## config.mk

```make
export PLATFORM = sky130hd
export DESIGN_NAME = cache_mem_arbiter
export DESIGN_NICKNAME = d
export VERILOG_FILES = /design/src/rtl/cache_mem_arbiter.sv
export SDC_FILE = /design/constraint.sdc
export NUM_CORES = 1
export LEC_CHECK = 0
export BUFFER_PORTS_ARGS = -buffer_cell sky130_fd_sc_hd__buf_2
export CELL_PAD_IN_SITES_DETAIL_PLACEMENT = 0
export CELL_PAD_IN_SITES_GLOBAL_PLACEMENT = 1
export CORE_AREA = 2 2 301 303
export CTS_BUF_LIST = sky130_fd_sc_hd__clkbuf_2 sky130_fd_sc_hd__clkbuf_4 sky130_fd_sc_hd__clkbuf_8
export CTS_CLUSTER_SIZE = 24
export DETAILED_ROUTE_END_ITERATION = 6
export DIE_AREA = 0 0 303 305
export HOLD_SLACK_MARGIN = 0.03
export PLACE_DENSITY_LB_ADDON = 0.1
export SLEW_MARGIN = 25
export SYNTH_ARGS = -nofsm -noshare
export SYNTH_HDL_FRONTEND = slang
export SYNTH_SLANG_ARGS = --single-unit
export TNS_END_PERCENT = 100
```

## constraint.sdc

```tcl
create_clock -name clk -period 2.6 [get_ports clk]
set_input_delay 0.39 -clock clk [delete_from_list [all_inputs] [get_ports clk]]
set_output_delay 0.39 -clock clk [all_outputs]
set_load 0.005 [all_outputs]
```

## src/rtl/cache_mem_arbiter.sv

```systemverilog
// Shares one line-wide memory port between I-cache refills and D-cache refill/writeback.
// One transaction in flight; round-robin on simultaneous requests; sticky protocol-error flag.
module cache_mem_arbiter #(
  parameter int ADDR_W = 32,
  parameter int DATA_W = 128,
  parameter int BE_W   = DATA_W / 8
) (
  input  logic              clk,
  input  logic              rst,
  input  logic [ADDR_W-1:0] i_ic_addr,
  input  logic              i_ic_read,
  output logic              o_ic_waitrequest,
  output logic [DATA_W-1:0] o_ic_readdata,
  output logic              o_ic_readdata_valid,
  input  logic [ADDR_W-1:0] i_dc_addr,
  input  logic              i_dc_read,
  input  logic              i_dc_write,
  input  logic [DATA_W-1:0] i_dc_writedata,
  input  logic [BE_W-1:0]   i_dc_byte_en,
  output logic              o_dc_waitrequest,
  output logic [DATA_W-1:0] o_dc_readdata,
  output logic              o_dc_readdata_valid,
  output logic [ADDR_W-1:0] o_m_addr,
  output logic              o_m_read,
  output logic              o_m_write,
  output logic [DATA_W-1:0] o_m_writedata,
  output logic [BE_W-1:0]   o_m_byte_en,
  input  logic              i_m_waitrequest,
  input  logic [DATA_W-1:0] i_m_readdata,
  input  logic              i_m_readdata_valid,
  output logic              o_err
);

  typedef enum logic [2:0] {IDLE, I_CMD, D_CMD, I_WAIT, D_WAIT} state_t;

  state_t              state_reg, state_next;
  logic                last_grant_reg;  // 0 = I side, 1 = D side
  logic [ADDR_W-1:0]   m_addr_reg;
  logic                m_read_reg;
  logic                m_write_reg;
  logic [DATA_W-1:0]   m_writedata_reg;
  logic [BE_W-1:0]     m_byte_en_reg;
  logic                err_reg;

  logic ic_req, dc_req, grant_i, grant_d;
  logic cmd_accept, in_wait, stray_valid;

  assign ic_req      = i_ic_read;
  assign dc_req      = i_dc_read | i_dc_write;
  assign cmd_accept  = ((state_reg == I_CMD) || (state_reg == D_CMD)) && !i_m_waitrequest;
  assign in_wait     = (state_reg == I_WAIT) || (state_reg == D_WAIT);
  assign stray_valid = i_m_readdata_valid && !in_wait;

  always_comb begin
    state_next = state_reg;
    grant_i    = 1'b0;
    grant_d    = 1'b0;
    case (state_reg)
      IDLE: begin
        // D wins a tie only if I was granted last
        if (dc_req && (!ic_req || !last_grant_reg)) begin
          grant_d    = 1'b1;
          state_next = D_CMD;
        end else if (ic_req) begin
          grant_i    = 1'b1;
          state_next = I_CMD;
        end
      end
      I_CMD:   if (!i_m_waitrequest) state_next = m_write_reg ? IDLE : I_WAIT;
      D_CMD:   if (!i_m_waitrequest) state_next = m_write_reg ? IDLE : D_WAIT;
      I_WAIT:  if (i_m_readdata_valid) state_next = IDLE;
      D_WAIT:  if (i_m_readdata_valid) state_next = IDLE;
      default: state_next = IDLE;
    endcase
  end

  always_ff @(posedge clk) begin
    if (rst) begin
      state_reg       <= IDLE;
      last_grant_reg  <= 1'b0;
      m_addr_reg      <= '0;
      m_read_reg      <= 1'b0;
      m_write_reg     <= 1'b0;
      m_writedata_reg <= '0;
      m_byte_en_reg   <= '0;
      err_reg         <= 1'b0;
    end else begin
      state_reg <= state_next;
      if (grant_i) begin
        m_addr_reg      <= i_ic_addr;
        m_read_reg      <= 1'b1;
        m_write_reg     <= 1'b0;
        m_writedata_reg <= '0;
        m_byte_en_reg   <= '1;
        last_grant_reg  <= 1'b0;
      end else if (grant_d) begin
        // read+write together is resolved as a writeback
        m_addr_reg      <= i_dc_addr;
        m_read_reg      <= !i_dc_write;
        m_write_reg     <= i_dc_write;
        m_writedata_reg <= i_dc_writedata;
        m_byte_en_reg   <= i_dc_write ? i_dc_byte_en : '1;
        last_grant_reg  <= 1'b1;
      end else if (cmd_accept) begin
        m_read_reg  <= 1'b0;
        m_write_reg <= 1'b0;
      end
      if (stray_valid || (grant_d && i_dc_read && i_dc_write))
        err_reg <= 1'b1;
    end
  end

  assign o_ic_waitrequest    = !((state_reg == I_CMD) && !i_m_waitrequest);
  assign o_dc_waitrequest    = !((state_reg == D_CMD) && !i_m_waitrequest);
  assign o_ic_readdata_valid = (state_reg == I_WAIT) && i_m_readdata_valid;
  assign o_dc_readdata_valid = (state_reg == D_WAIT) && i_m_readdata_valid;
  assign o_ic_readdata       = i_m_readdata;
  assign o_dc_readdata       = i_m_readdata;
  assign o_m_addr            = m_addr_reg;
  assign o_m_read            = m_read_reg;
  assign o_m_write           = m_write_reg;
  assign o_m_writedata       = m_writedata_reg;
  assign o_m_byte_en         = m_byte_en_reg;
  assign o_err               = err_reg;

endmodule

```

== Word level (Yosys, flattened, before mapping) ==
Cells that the tools add are included.

* Register bits: 183
* Input bits: 343
* Output and inout bits: 439
* Word-level logic and storage cells: 66

* Equality and inequality tests: 8
* Multiplexer cells: 22
* Bitwise logic cells: 1
* Reduce and logical (&&, ||, !) cells: 27

{| class="wikitable"
|+ Operator list
! cell !! number
|-
| 32-bit 2-to-1 mux || 2
|-
| 16-bit 2-to-1 mux || 3
|-
| 3-bit 2-to-1 mux || 6
|-
| 3-bit case mux with 4 select lines || 1
|-
| 1-bit logical AND || 9
|-
| 1-bit 2-to-1 mux || 9
|-
| 1-bit zero test || 7
|-
| 3-bit by 2-bit == test with 1-bit output, second input constant || 2
|-
| 1-bit logical OR || 4
|-
| 2-bit != test, second input constant || 2
|-
| 4-bit AND reduction || 1
|-
| 2-bit nonzero test || 2
|-
| 2-bit OR reduction || 2
|-
| 3-bit by 1-bit == test with 1-bit output, second input constant || 1
|-
| 3-bit == test, second input constant || 1
|-
| 3-bit zero test || 1
|-
| 3-bit != test, second input constant || 1
|-
| 3-bit nonzero test || 1
|-
| 2-bit 2-to-1 mux || 1
|-
| 2-bit by 1-bit != test with 1-bit output, second input constant || 1
|-
| 1-bit bitwise OR || 1
|}

== Depth between registers and ports, before layout ==
Gate-level depths: netlist (run 1).

* Depth in word-level cells: 8
* Mapped depth: 8

== Least setup slack after synthesis (run 1) ==
Ideal clock, no wire load.

* Kind: reg-to-output
* Start: reg state_reg[0]
* End: out o_ic_waitrequest
* Arrival: 1.144 ns
* Required time: 2.210 ns
* Setup slack: 1.066 ns
* Stages on the path, launching flop included: 3
* Buffers on the path: 1
* Path through: dfxtp_1 buf_2 or4b_2

* Word-level cells in the longest chain between the ends: 3

{| class="wikitable"
|+ RTL lines
! element !! line !! source
|-
| from (decl) || 36 || <nowiki>state_t state_reg, state_next;</nowiki>
|-
| from (signal assigned) || 88 || <nowiki>state_reg <= state_next;</nowiki>
|-
| 3-bit by 1-bit == test with 1-bit output || 113 || <nowiki>assign o_ic_waitrequest = !((state_reg == I_CMD) && !i_m_waitrequest);</nowiki>
|-
| 1-bit logical AND || 113 ||
|-
| 1-bit zero test || 113 ||
|-
| to (decl) || 12 || <nowiki>output logic o_ic_waitrequest,</nowiki>
|}

No other way between the ends.

== Final worst setup path (run 1) ==
* Start: in i_dc_write
* End: reg m_addr_reg[25] (netlist: o_m_addr[25])

* Word-level cells in the longest chain between the ends: 5

{| class="wikitable"
|+ RTL lines
! element !! line !! source
|-
| from (decl) || 17 || <nowiki>input logic i_dc_write,</nowiki>
|-
| 1-bit bitwise OR * || 49 || <nowiki>assign dc_req = i_dc_read | i_dc_write;</nowiki>
|-
| 1-bit logical AND * || 61 || <nowiki>if (dc_req && (!ic_req || !last_grant_reg)) begin</nowiki>
|-
| 1-bit 2-to-1 mux || 61 ||
|-
| 1-bit 2-to-1 mux || 58 || <nowiki>case (state_reg)</nowiki>
|-
| 32-bit 2-to-1 mux / 2-bit nonzero test (equally long branches) || n/a ||
|-
| to (signal assigned) || 90 || <nowiki>m_addr_reg <= i_ic_addr;</nowiki>
|-
| to (signal assigned) || 98 || <nowiki>m_addr_reg <= i_dc_addr;</nowiki>
|-
| to (decl) || 38 || <nowiki>logic [ADDR_W-1:0] m_addr_reg;</nowiki>
|}

Mark *: on every way between the ends. The rest lies on a longest branch, timed or not.
A chain may end at the register's enable or synchronous reset.

==> results of run 1 <==
[repair_timing]
action                                  in CTS  in global routing
hold buffers                               212                  0
buffers inserted                             0                  0
endpoints found under the hold margin      180                  0
endpoints found under the setup margin       0                 31
gates resized for setup                      0                  1
[critical path, stage by stage]
cell	delay, ns
dlygate4sd3_1	0.54
buf_2	0.19
a2bb2oi_4	0.30
o21ai_1	0.12
nor2b_2	0.17
buf_4	0.25
a221o_1	0.34
dlygate4sd3_1	0.56
[where the power goes]
| part | total, mW | internal, mW | switching [mW] |
|---|---|---|---|
| registers | 4.05 | 3.60 | 0.453 |
| clock network | 2.29 | 1.01 | 1.28 |
| logic | 4.79 | 1.97 | 2.81 |
| total | 11.1 | 6.59 | 4.54 |
[metrics by stage]
step                      utilization, %  std cells  power [mW]  hold slack [ns]
after floorplan                        -       1049        6.97            0.450
after global placement              11.2       2314        8.74            0.440
after detailed placement            11.2       2314        8.73            0.443
after CTS                           14.0       2558        11.7           0.0504
after global routing                14.0       2559        12.2            0.106
final                               14.0       2559        11.1            0.174
[cell type report]
class	count	share of cell area (%)
clock buffers	26	2.60
repair buffers	621	34.1
diodes	1	0.0199
inverters	2	0.0598
multi-input cells	544	21.6
well taps	1176	11.7
clock inverters	6	0.708
flip-flops and latches	183	29.2
[layer usage]
| layer | wire length, um | global-route usage [%] | vias to the layer above |
|---|---|---|---|
| met1 | 14500 | 8.57 | 3609 |
| met4 | 1440 | 4.71 | 2 |
| met2 | 19500 | 14.1 | 328 |
| li1 | - | - | 3793 |
| met3 | 3470 | 3.50 | 104 |
| met5 | 49 | 0.423 | - |
[synthesized netlist by cell type, drive strengths merged, types with 2 or more instances]
| library cell | number |
|---|---|
| or3 | 4 |
| nand3 | 3 |
| a31oi | 18 |
| and2 | 33 |
| a221o | 32 |
| inv | 2 |
| clkbuf | 11 |
| o21ai | 2 |
| nor2 | 6 |
| a21oi | 131 |
| buf | 309 |
| nor2b | 4 |
| nand2 | 293 |
| dfxtp | 183 |
[how the worst min path moves through the flow]
stage | from | to | slack, ns | cells past startpoint
3_5_place_dp | o_m_writedata[26] | o_m_writedata[26] | 0.44 | 2
5_1_grt | i_ic_addr[5] | o_m_addr[5] | 0.11 | 3
3_3_place_gp | o_m_writedata[26] | o_m_writedata[26] | 0.44 | 2
4_1_cts | i_ic_addr[5] | o_m_addr[5] | 0.05 | 3
6_report | i_ic_addr[5] | o_m_addr[5] | 0.17 | 3
2_1_floorplan | o_m_writedata[100] | o_m_writedata[100] | 0.45 | 2
[cells by family (layout without fill, tap and decap cells)]
logic type / count (synthesis) / after routing
and+or+nand+nor: 352 / 352
muxes: 1 / 1
AOI/OAI and AO/OA: 190 / 190
xor gates and xnor gates: 1 / 1
other: 0 / 1
buffers and inverters: 322 / 655
DFF: 183 / 183
==> results.cfg, run 1 <==
[power_and_ir_drop]
p_per_area_mw_per_mm2 = 887
p_leak_nw = 5.44
ir_worst_vdd_mv = 0.611

[floorplan]
start_util_pct = 9.82
dieWidth_um = 303
row_count = 110
fp.coreArea_mm2 = 0.0893
die_y_um = 305
dieArea_mm2 = 0.0924
pin_count = 782

[timing]
tns_ns = 0
skew_ns = 0.0169
setup_viol = 0
layout_min_cycle_time_ns = 2.42
maxSlewHeadroom_pct = 61.1
grt_setup_unrepaired = no
hold_viol = 0
setup_ws_ns = 0.176
fin_crit_sh_pct = 93.2
fmax_mhz = 413
worst_slew_pin_slew_ns = 0.578
finalMaxSlewViolations = 0

[logic_synthesis]
synth_mux_area_share_pct = 0.114
ys_warn_count = 0
yosysTopAreaCell = dfxtp_1
synth_flop_cell = dfxtp_1
synthAdderAreaFrac_pct = 0
synthSimpleGateAreaFrac_pct = 16.9
synth_compound_area_share_pct = 13.4
synth.distinct_cells = 37
synth_top_family_by_area = buffers and inverters
netlist_top_cells_area = dfxtp_1, buf_4, nand2_1, a21oi_1, buf_6
netlist_area_mm2 = 0.00878
synth.top_cell.area_share_pct = 41.7
ys_seq_area_share_pct = 41.7
synth-seq-cells = 183
syn_nets = 1392
synth-xor-area-share_pct = 0.0998
synth_edf_count = 0
syn_inst = 1049
syn_area_per_cell_um2 = 8.37
synthArstFlopShare_pct = 0

[worst_setup_path]
r2r-start = state_reg[1]
rr_worst_depth = 6
crit_path_start = i_dc_write
crit_fanout = 32
crit_end = o_m_addr[25]
end_kind = flip-flop
critPathLaunchType = input port
r2r-end = o_m_addr[25]
rrSetupSlack_ns = 0.23
crit_type = in2reg
critPathArrivalTime_ns = 2.90
required_ns = 3.08

[final_layout]
final_common_cell = buf_2
nFillCells = 10300
final_area_mm2 = 0.0125
area_growth_pct = 42.9
largest_register_ffs = 128
multiInputGateArea_mm2 = 0.00271
area.sequential_mm2 = 0.00366
final_nets = 1712
final_cell_mix = buf_2, nand2_1, dlygate4sd3_1
drive_above_1_share_pct = 32.7

[global_routing]
grt_max_degree = 79
grt_overflow_total = 0
grt_pass1_vias = 8146
gr-usage-all-layers_pct = 8.33
grt_first_pass_wirelength_um = 55600
antenna_found_initial = 1

[min_path]
hold_path.class = in2reg

[placement]
dp_hpwl_um = 27500
dpl_cell_area_mm2 = 0.0100
port_buffers = 397
pre_cts_ws_ns = 0.589
gp_congestion = 0.663

[clock_tree]
htreeDepth = 4
clkTransAtPathRegs_ns = 0.11
cts_tree = done
cts_made_buffers = 17
clockBufferDepth = 2
cts-root-buf = clkbuf_8
clk_latency_ns = 0.58
cts.sinks = 183

[detailed_routing]
vias = 7836
first_pass_iters = 7
wl_per_cell_um = 15.2
drc = 39
antenna_left = 0
dr.first_iter.drc_count = 416
vias_per_cell = 3.06
drt-total-wl_um = 39000

[flow_run]
drv_cap = 0

[outcome]
status = finished, violations left
violations = design-rule violations
Power figures use the tool's default switching activity.
==> inputs of run 2 (changes only) <==
==> constraint.sdc (replaced) <==
create_clock -name clk -period 2.6 [get_ports clk]
set_input_delay 0.39 -clock clk [delete_from_list [all_inputs] [get_ports clk]]
set_output_delay 0.39 -clock clk [all_outputs]
set_load 0.05 [all_outputs]
==> results.cfg, run 2 (synthesis results as in run 1) <==
[outcome]
status = finished, violations left
violations = design-rule violations

[worst_setup_path]
critPathArrivalTime_ns = 2.05
critPathLaunchType = flip-flop
path_cells = or3b_2 -> nor2_1 -> buf_2
crit_type = reg2out
required_ns = 2.21
slowest_stage = dfxtp_1
crit_path_max_incr_delay_ns = 0.54
critical_path.top_delay_family = simple AND/OR/NAND/NOR gates
path_buf_inv = 1
crit_fanout = 10
end_kind = output port

[timing]
grt_setup_unrepaired = no
worst_slew_pin_slew_ns = 0.578
hold_viol = 0
fin_crit_sh_pct = 93.8
setup_viol = 0
tns_ns = 0
fmax_mhz = 410
skew_ns = 0.0169
finalMaxSlewViolations = 0
layout_min_cycle_time_ns = 2.44
worst_hold_slack_ns = 0.174
maxSlewHeadroom_pct = 61.1

[final_layout]
fin_cells = 2559
final_common_cell = buf_2
multiInputGateArea_mm2 = 0.00271
area_growth_pct = 43.0
final_cell_mix = buf_2, nand2_1, dlygate4sd3_1
largest_register_ffs = 128
area.sequential_mm2 = 0.00366
final_area_mm2 = 0.0125
final_nets = 1712
nFillCells = 10300
drive_above_1_share_pct = 32.8

[placement]
gp_congestion = 0.663
dpl_cell_area_mm2 = 0.0100
place_inst = 2314
dp_hpwl_um = 27500
port_buffers = 397

[clock_tree]
htreeDepth = 4
clockBufferDepth = 2
cts-root-buf = clkbuf_8
cts_tree = done
clk_latency_ns = 0.58
clkTransAtPathRegs_ns = 0.11
post_cts_buffers = 0
cts.sinks = 183
cts_made_buffers = 17

[global_routing]
grt_first_pass_wirelength_um = 55600
grt_pass1_vias = 8146
antenna_found_initial = 1
grt_max_degree = 79
gr-usage-all-layers_pct = 8.33
grt_overflow_total = 0

[floorplan]
start_util_pct = 9.82
fp.coreArea_mm2 = 0.0893
pin_count = 782
dieArea_mm2 = 0.0924
die_y_um = 305
dieWidth_um = 303
row_count = 110

[flow_run]
drv_cap = 0

[power_and_ir_drop]
ir_worst_vdd_mv = 0.611
p_per_area_mw_per_mm2 = 1100
p_leak_nw = 5.44

[detailed_routing]
vias = 7836
drt-total-wl_um = 39000
antenna_left = 0
wl_per_cell_um = 15.2
vias_per_cell = 3.06
dr.first_iter.drc_count = 416
first_pass_iters = 7
drc = 39

[min_path]
hold_path.class = in2reg
-- run 2: layout make-up --
type,instances,area share [%]
repair buffers,621,34.1
flip-flops and latches,183,29.2
multi-input cells,544,21.6
well taps,1176,11.7
clock buffers,26,2.60
clock inverters,6,0.708
inverters,2,0.0598
diodes,1,0.0199
-- run 2: repair_timing --
action	CTS	global route
hold endpoints to repair	180	0
hold buffers	212	0
gates resized for setup	0	2
endpoints found under the setup margin	0	32
-- run 2: final timing paths --
kind                           from             endpoint  slack [ns]  cells after the start
hold reg to reg   o_m_writedata[73]    o_m_writedata[73]        0.45                      2
hold / removal         i_ic_addr[5]          o_m_addr[5]        0.17                      3
setup reg to reg       state_reg[1]         o_m_addr[25]        0.23                      6
setup / recovery       state_reg[2]  o_dc_readdata_valid        0.16                      3
-- run 2: per-layer routing --
layer / global-route usage, % / up-vias / part of all wire [%]
met5: 0.423 / - / 0.13
met4: 4.71 / 2 / 3.7
met3: 3.50 / 104 / 8.9
met2: 14.1 / 328 / 50
met1: 8.57 / 3609 / 37
li1: - / 3793 / -
-- run 2: worst reg2reg max path, cell delays in order (launching register included) --
cell and delay, ns:
dfxtp_1 0.43, nor3_4 0.34, o21ai_1 0.13, nor2b_2 0.17
buf_4 0.25, a221o_1 0.38, dlygate4sd3_1 0.56
-- run 2: report_power, final --
| part | total [mW] | switching (mW) | internal, mW | leakage, nW |
|---|---|---|---|---|
| combinational | 7.39 | 5.40 | 1.99 | 3.72 |
| clock | 2.29 | 1.28 | 1.01 | 0.211 |
| sequential | 4.05 | 0.453 | 3.60 | 1.51 |
-- run 2: stage by stage --
stage / util (%) / total power [mW] / setup WS [ns]
2_1_floorplan: - / 10.3 / 0.635
3_3_place_gp: 11.2 / 11.3 / 0.588
3_5_place_dp: 11.2 / 11.3 / 0.589
4_1_cts: 14.0 / 14.3 / 0.00116
5_1_grt: 14.0 / 14.8 / 0.00463
6_report: 14.0 / 13.7 / 0.162
